<file path="src/rtl/f_round_ctrl_if.sv">
// rtl/f_round_ctrl_if.sv - G-operation handshake between the F-round sequencer and the G unit
interface f_round_ctrl_if;
    logic       g_valid;
    logic       g_ready;
    logic       g_ack;
    logic [3:0] rnd_ctr;
    logic [2:0] sub_ctr;

    modport master (
        output g_valid,
        output rnd_ctr,
        output sub_ctr,
        input  g_ready,
        input  g_ack
    );

    modport slave (
        input  g_valid,
        input  rnd_ctr,
        input  sub_ctr,
        output g_ready,
        output g_ack
    );
endinterface

</file>
<file path="src/rtl/f_round_ctrl.sv">
// rtl/f_round_ctrl.sv - BLAKE2b compression F sequencer (init, rounds, finalise); option F_ROUND_CTRL_HAZARD_WAIT_EN
module f_round_ctrl #(
    parameter int NUM_ROUNDS = 12,
    parameter int OUT_W      = 3
) (
    input  logic           clk,
    input  logic           rst_n,
    input  logic           start,
    input  logic           last_block,
    output logic           busy,
    output logic           done,
    output logic           init_en,
    output logic           init_last,
    output logic           fin_en,
    output logic [2:0]     fin_idx,
    f_round_ctrl_if.master g
);

    typedef enum logic [2:0] {
        S_IDLE,
        S_INIT,
        S_ROUND,
        S_DRAIN,
        S_FIN,
        S_DONE
    } state_t;

    localparam logic [3:0] LAST_RND = 4'(NUM_ROUNDS - 1);

    state_t     state, state_n;
    logic [3:0] rnd_n;
    logic [2:0] sub_n;
    logic [2:0] fin_idx_n;
    logic       issue;
    logic       last_issue;
    logic       stall_n;
    logic       drain_clear;
    logic       busy_n, done_n, init_en_n, init_last_n, fin_en_n, g_valid_n;

    assign issue      = (state == S_ROUND) && g.g_valid && g.g_ready;
    assign last_issue = issue && (g.rnd_ctr == LAST_RND) && (g.sub_ctr == 3'd7);

`ifdef F_ROUND_CTRL_HAZARD_WAIT_EN
    localparam logic [OUT_W-1:0] OUT_MAX = '1;
    localparam state_t ROUND_EXIT = S_DRAIN;

    logic [OUT_W-1:0] out_cnt, out_cnt_n;

    // Spurious acks with nothing outstanding are dropped rather than wrapping.
    always_comb begin
        out_cnt_n = out_cnt;
        if (issue && !g.g_ack) begin
            out_cnt_n = out_cnt + 1'b1;
        end else if (!issue && g.g_ack && (out_cnt != '0)) begin
            out_cnt_n = out_cnt - 1'b1;
        end
    end

    always_ff @(posedge clk or negedge rst_n) begin
        if (!rst_n) begin
            out_cnt <= '0;
        end else begin
            out_cnt <= out_cnt_n;
        end
    end

    // Column->diagonal and round boundaries read v words still being written by the G pipe.
    assign stall_n = ((out_cnt_n != '0) &&
                      ((sub_n == 3'd4) || ((sub_n == 3'd0) && (rnd_n != 4'd0)))) ||
                     (out_cnt_n == OUT_MAX);
    assign drain_clear = (out_cnt == '0);
`else
    localparam state_t ROUND_EXIT = S_FIN;

    logic [OUT_W:0] unused_ack;
    assign unused_ack  = {(OUT_W + 1){g.g_ack}};
    assign stall_n     = 1'b0;
    assign drain_clear = 1'b1;
`endif

    always_comb begin
        state_n   = state;
        rnd_n     = g.rnd_ctr;
        sub_n     = g.sub_ctr;
        fin_idx_n = 3'd0;
        case (state)
            S_IDLE: begin
                if (start) begin
                    state_n = S_INIT;
                end
            end
            S_INIT: begin
                state_n = S_ROUND;
                rnd_n   = 4'd0;
                sub_n   = 3'd0;
            end
            S_ROUND: begin
                if (last_issue) begin
                    state_n = ROUND_EXIT;
                end else if (issue) begin
                    if (g.sub_ctr == 3'd7) begin
                        sub_n = 3'd0;
                        rnd_n = g.rnd_ctr + 4'd1;
                    end else begin
                        sub_n = g.sub_ctr + 3'd1;
                    end
                end
            end
            S_DRAIN: begin
                if (drain_clear) begin
                    state_n = S_FIN;
                end
            end
            S_FIN: begin
                fin_idx_n = fin_idx + 3'd1;
                if (fin_idx == 3'd7) begin
                    state_n = S_DONE;
                end
            end
            S_DONE: begin
                state_n = S_IDLE;
                rnd_n   = 4'd0;
                sub_n   = 3'd0;
            end
            default: begin
                state_n = S_IDLE;
                rnd_n   = 4'd0;
                sub_n   = 3'd0;
            end
        endcase

        // Outputs are decoded from the next state so every port comes straight from a flop.
        busy_n      = (state_n != S_IDLE);
        done_n      = (state_n == S_DONE);
        init_en_n   = (state_n == S_INIT);
        init_last_n = (state == S_IDLE) && (state_n == S_INIT) && last_block;
        fin_en_n    = (state_n == S_FIN);
        g_valid_n   = (state_n == S_ROUND) && !stall_n;
    end

    always_ff @(posedge clk or negedge rst_n) begin
        if (!rst_n) begin
            state     <= S_IDLE;
            g.rnd_ctr <= 4'd0;
            g.sub_ctr <= 3'd0;
            g.g_valid <= 1'b0;
            fin_idx   <= 3'd0;
            busy      <= 1'b0;
            done      <= 1'b0;
            init_en   <= 1'b0;
            init_last <= 1'b0;
            fin_en    <= 1'b0;
        end else begin
            state     <= state_n;
            g.rnd_ctr <= rnd_n;
            g.sub_ctr <= sub_n;
            g.g_valid <= g_valid_n;
            fin_idx   <= fin_idx_n;
            busy      <= busy_n;
            done      <= done_n;
            init_en   <= init_en_n;
            init_last <= init_last_n;
            fin_en    <= fin_en_n;
        end
    end

endmodule

</file>
<file path="src/flat_wrapper.sv">
// flat-port wrapper written by rule: the top's interface ports become plain ports
module f_round_ctrl_flat 
#(
    parameter int NUM_ROUNDS = 12,
    parameter int OUT_W      = 3
)
  (clk, rst_n, start, last_block, busy, done, init_en, init_last, fin_en, fin_idx, g_g_valid, g_rnd_ctr, g_sub_ctr, g_g_ready, g_g_ack);
  f_round_ctrl_if g_i ();
  input  logic clk;
  input  logic rst_n;
  input  logic start;
  input  logic last_block;
  output logic busy;
  output logic done;
  output logic init_en;
  output logic init_last;
  output logic fin_en;
  output logic [2:0] fin_idx;
  output wire logic [$bits(g_i.g_valid)-1:0] g_g_valid;
  output wire logic [$bits(g_i.rnd_ctr)-1:0] g_rnd_ctr;
  output wire logic [$bits(g_i.sub_ctr)-1:0] g_sub_ctr;
  input wire logic [$bits(g_i.g_ready)-1:0] g_g_ready;
  input wire logic [$bits(g_i.g_ack)-1:0] g_g_ack;
  assign g_g_valid = g_i.g_valid;
  assign g_rnd_ctr = g_i.rnd_ctr;
  assign g_sub_ctr = g_i.sub_ctr;
  assign g_i.g_ready = g_g_ready;
  assign g_i.g_ack = g_g_ack;
  f_round_ctrl #(.NUM_ROUNDS(NUM_ROUNDS), .OUT_W(OUT_W)) u_core (.clk(clk), .rst_n(rst_n), .start(start), .last_block(last_block), .busy(busy), .done(done), .init_en(init_en), .init_last(init_last), .fin_en(fin_en), .fin_idx(fin_idx), .g(g_i));
endmodule
</file>
<file path="config.mk">
export PLATFORM = sky130hd
export DESIGN_NAME = f_round_ctrl_flat
export DESIGN_NICKNAME = d
export VERILOG_FILES = /design/src/rtl/f_round_ctrl_if.sv /design/src/rtl/f_round_ctrl.sv /design/src/flat_wrapper.sv
export SDC_FILE = /design/constraint.sdc
export NUM_CORES = 1
export LEC_CHECK = 0
export BUFFER_PORTS_ARGS = -buffer_cell sky130_fd_sc_hd__buf_4
export CAP_MARGIN = 20
export CORE_ASPECT_RATIO = 1.1
export CORE_UTILIZATION = 55
export CTS_BUF_LIST = sky130_fd_sc_hd__clkbuf_16
export DETAILED_ROUTE_END_ITERATION = 16
export PLACE_DENSITY = 0.81
export SYNTH_ARGS = -nofsm -noshare
export SYNTH_HDL_FRONTEND = slang
export SYNTH_SLANG_ARGS = --single-unit
export TNS_END_PERCENT = 100
</file>
<file path="constraint.sdc">
create_clock -name clk -period 3.35 [get_ports clk]
set_clock_uncertainty 0.05 [all_clocks]
set_input_delay 0.1675 -clock clk [delete_from_list [all_inputs] [get_ports clk]]
set_output_delay 0.1675 -clock clk [all_outputs]
set_load 0.01 [all_outputs]
</file>
==> impl_metrics.csv <==
group,metric,value,unit
critical_path,critPathKind,"reg2reg",
finish,finalNetCount,125,
synth,synth_async_sr_flop_share,100,%
critical_path,r2r-end,"u_core.g.rnd_ctr[3]",
grt,grt_overflow,0,
synth,synth-seq-area-share,49.7,%
synth,yosysMostFrequentCell,"dfrtp_1",
pwr,sequentialPowerShare,41.8,%
flow_run,cap_violations,0,
sta,rsz0062_at_grt,"no",
synth,synth_flop_cell,"dfrtp_1",
critical_path,end_kind,"flip-flop",
critical_path,worst-path-max-fanout,7,
status,status,"finished, final reports clean",
critical_path,r2r_cells,5,
routing,remaining_drc_errors,0,
place,portBuffers,20,
synth,synth_enable_flop_cells,0,
critical_path,cp.required,3.42,ns
cts,clock_latency,0.25,ns
sta,max_clock_freq,566,MHz
grt,grtUsageTotal,24.6,%
sta,slew_headroom,62.8,%
sta,hold_viol,0,
place,place_hpwl,1370,um
hold_path,hold_path_class,"in2reg",
synth,yosys.area.top_type_share,49.7,%
synth,ys_types,34,
cts,h-tree-depth,1,
synth,syn_area,957,um2
synth,syn_avg_cell_area,10.5,um2
synth,synth-seq-cells,19,
routing,via_per_inst,6.22,
floorplanning,io-pin-count,22,
synth,synth.top_cells.by_area,"dfrtp_1 50%, ha_1 6.5%, o211ai_1 4.7%",
synth,syn_inst,91,
hold_path,holdPathStages,2,
cts,numCtsBuffers,3,
finish,n_antenna_cell,0,
cts,cts_sinks,19,
routing,drt_iter0_drc,21,
grt,antenna_found_initial,0,
sta,slew_violations,0,
hold_path,min_to,"u_core.init_last",
critical_path,arrival,1.83,ns
critical_path,critPathMostFrequentCell,"ha_1",
routing,wire_per_inst,15.5,um
routing,vias,809,
pwr,leakagePower,0.604,nW
grt,grt_pass1_vias,750,
pwr,p_per_area,688,mW/mm2
critical_path,reg2reg_slack,1.58,ns
hold_path,holdCritStartpoint,"last_block",
synth,synthTopCellsByCount,"19 x dfrtp_1, 9 x nand2_1, 6 x o211ai_1",
critical_path,crit_path_start_kind,"flip-flop",
cts,clkTransAtPathRegs,0.05,ns
sta,worst_pin_slew,0.556,ns
pwr,internal_power,0.000548,W
cts,cts_resized,0,
floorplanning,rows,15,
floorplanning,start_util,60.0,%
critical_path,crit_chain,"ha_1 -> ha_1 -> nand3_1 -> o311ai_0 -> o21ai_1",
critical_path,slowest_delay,0.45,ns
sta,final.period_utilization,52.7,%
routing,antenna_left,0,
pwr,power_frac_clock,29.6,%
floorplanning,die_w,41.8,um
pwr,p_sw,0.000279,W
synth,synth_nets,102,
cts,clockBufferDepth,2,
sta,fin_crit,1.77,ns
sta,fin_setup_tns,0,ns
cts,cts_tree,"done",
critical_path,r2r_start,"u_core.g.sub_ctr[0]",
pwr,ir_drop,469,uV
routing,firstDrtPassIters,4,
sta,hold-worst-slack,0.0780,ns
critical_path,critPathSlowestCell,"o311ai_0",
finish,drive_gt1_share,24.8,%
floorplanning,dieArea,0.00191,mm2
pwr,p_sw_share,33.7,%
cts,root_buffer,"clkbuf_16",
synth,ys.warnings.count,0,
floorplanning,core_region_area,0.00160,mm2
grt,grt_max_degree,20,
synth,synth_largest_area_cell,"dfrtp_1",
pwr,comb_power_share,28.7,%
place,gp_congestion,0.863,
sta,setup_viol,0,
floorplanning,die_height,45.8,um
finish,syn2layout_area_growth,25.6,%
routing,drt-total-wl,2020,um
grt,grt_pass1_wl,3360,um
## registers in the layout, indices dropped and copies added (netlist names)
| register | cells |
|---|---|
| u_core.busy | 1 |
| u_core.done | 1 |
| u_core.fin_en | 1 |
| u_core.fin_idx | 3 |
| u_core.g.g_valid | 1 |
| u_core.g.rnd_ctr | 4 |
| u_core.g.sub_ctr | 3 |
| u_core.init_en | 1 |
| u_core.init_last | 1 |
| u_core.state | 3 |
## worst max-delay path by stage
stage | cells past startpoint | endpoint | start
after floorplan | 5 | u_core.g.rnd_ctr[2] | u_core.g.sub_ctr[0]
after global placement | 5 | u_core.fin_en | u_core.g.sub_ctr[0]
after detailed placement | 5 | u_core.state[2] | u_core.g.sub_ctr[0]
after CTS | 5 | u_core.g.rnd_ctr[3] | u_core.g.sub_ctr[0]
after global routing | 5 | u_core.g.rnd_ctr[3] | u_core.g.sub_ctr[0]
final | 5 | u_core.g.rnd_ctr[3] | u_core.g.sub_ctr[0]
## kinds of logic after synthesis
logic type / after synthesis / synth area share, %
flops: 19 / 49.7
buf+inv: 4 / 2.09
simple gates: 45 / 28.6
compound gates: 18 / 13.1
fa+ha+maj: 5 / 6.54
## power groups by stage
stage	registers [W]	logic, W	clock network (W)
after global routing	0.000354	0.000266	0.000255
after CTS	0.000344	0.000242	0.000250
final	0.000345	0.000237	0.000245
after detailed placement	0.000346	0.000240	0
after floorplan	0.000336	0.000157	0
after global placement	0.000348	0.000236	0
## stage by stage
step	utilization [%]	setup slack (ns)	total power (W)	std cells	cell area, um2
3_3_place_gp	69.7	1.68	0.000583	125	1110
2_1_floorplan	-	1.76	0.000493	91	957
6_report	75.4	1.58	0.000827	130	1200
4_1_cts	75.4	1.60	0.000835	130	1200
3_5_place_dp	69.7	1.65	0.000586	125	1110
5_1_grt	75.4	1.38	0.000875	130	1200
## area by class of cell
class / instances / area [um2]
Clock buffer: 3 / 75.1
Multi-Input combinational cell: 68 / 462
Tap cell: 17 / 21.3
Inverter: 1 / 3.75
Sequential cell: 19 / 475
Timing Repair Buffer: 21 / 160
Clock inverter: 1 / 5.00
Fill cell: 109 / 393
## what timing repair did
item | CTS | global route
hold buffers | 1 | 0
endpoints found under the hold margin | 19 | 0
setup buffers | 0 | 0
## layer usage
layer	track usage [%]	vias to the layer above	part of all wire (%)
met3	3.57	6	4.0
met5	0	-	0
met4	14.2	0	2.4
li1	-	392	-
met2	44.7	25	50
met1	28.1	386	43
## placed cells by master, fill, tap and decap left out, types with 2 or more instances in the layout
cell	netlist	final
and3_1	5	5
nand4_1	5	5
buf_4	1	20
nand2_1	9	9
clkbuf_16	0	3
ha_1	5	5
nor3_1	2	2
a21oi_1	4	4
nor2b_1	2	2
nor2_1	4	4
nand3_1	5	5
nand2b_1	2	2
o21ai_0	2	2
dfrtp_1	19	19
o211ai_1	6	6
## worst max-delay path: cells and delay by family (launching register included)
family          cells  cell delay, ns
fa+ha+maj           2            0.43
flops               1            0.41
compound gates      2            0.57
simple gates        1            0.17
No activity file was read; power rests on OpenSTA's default activity.
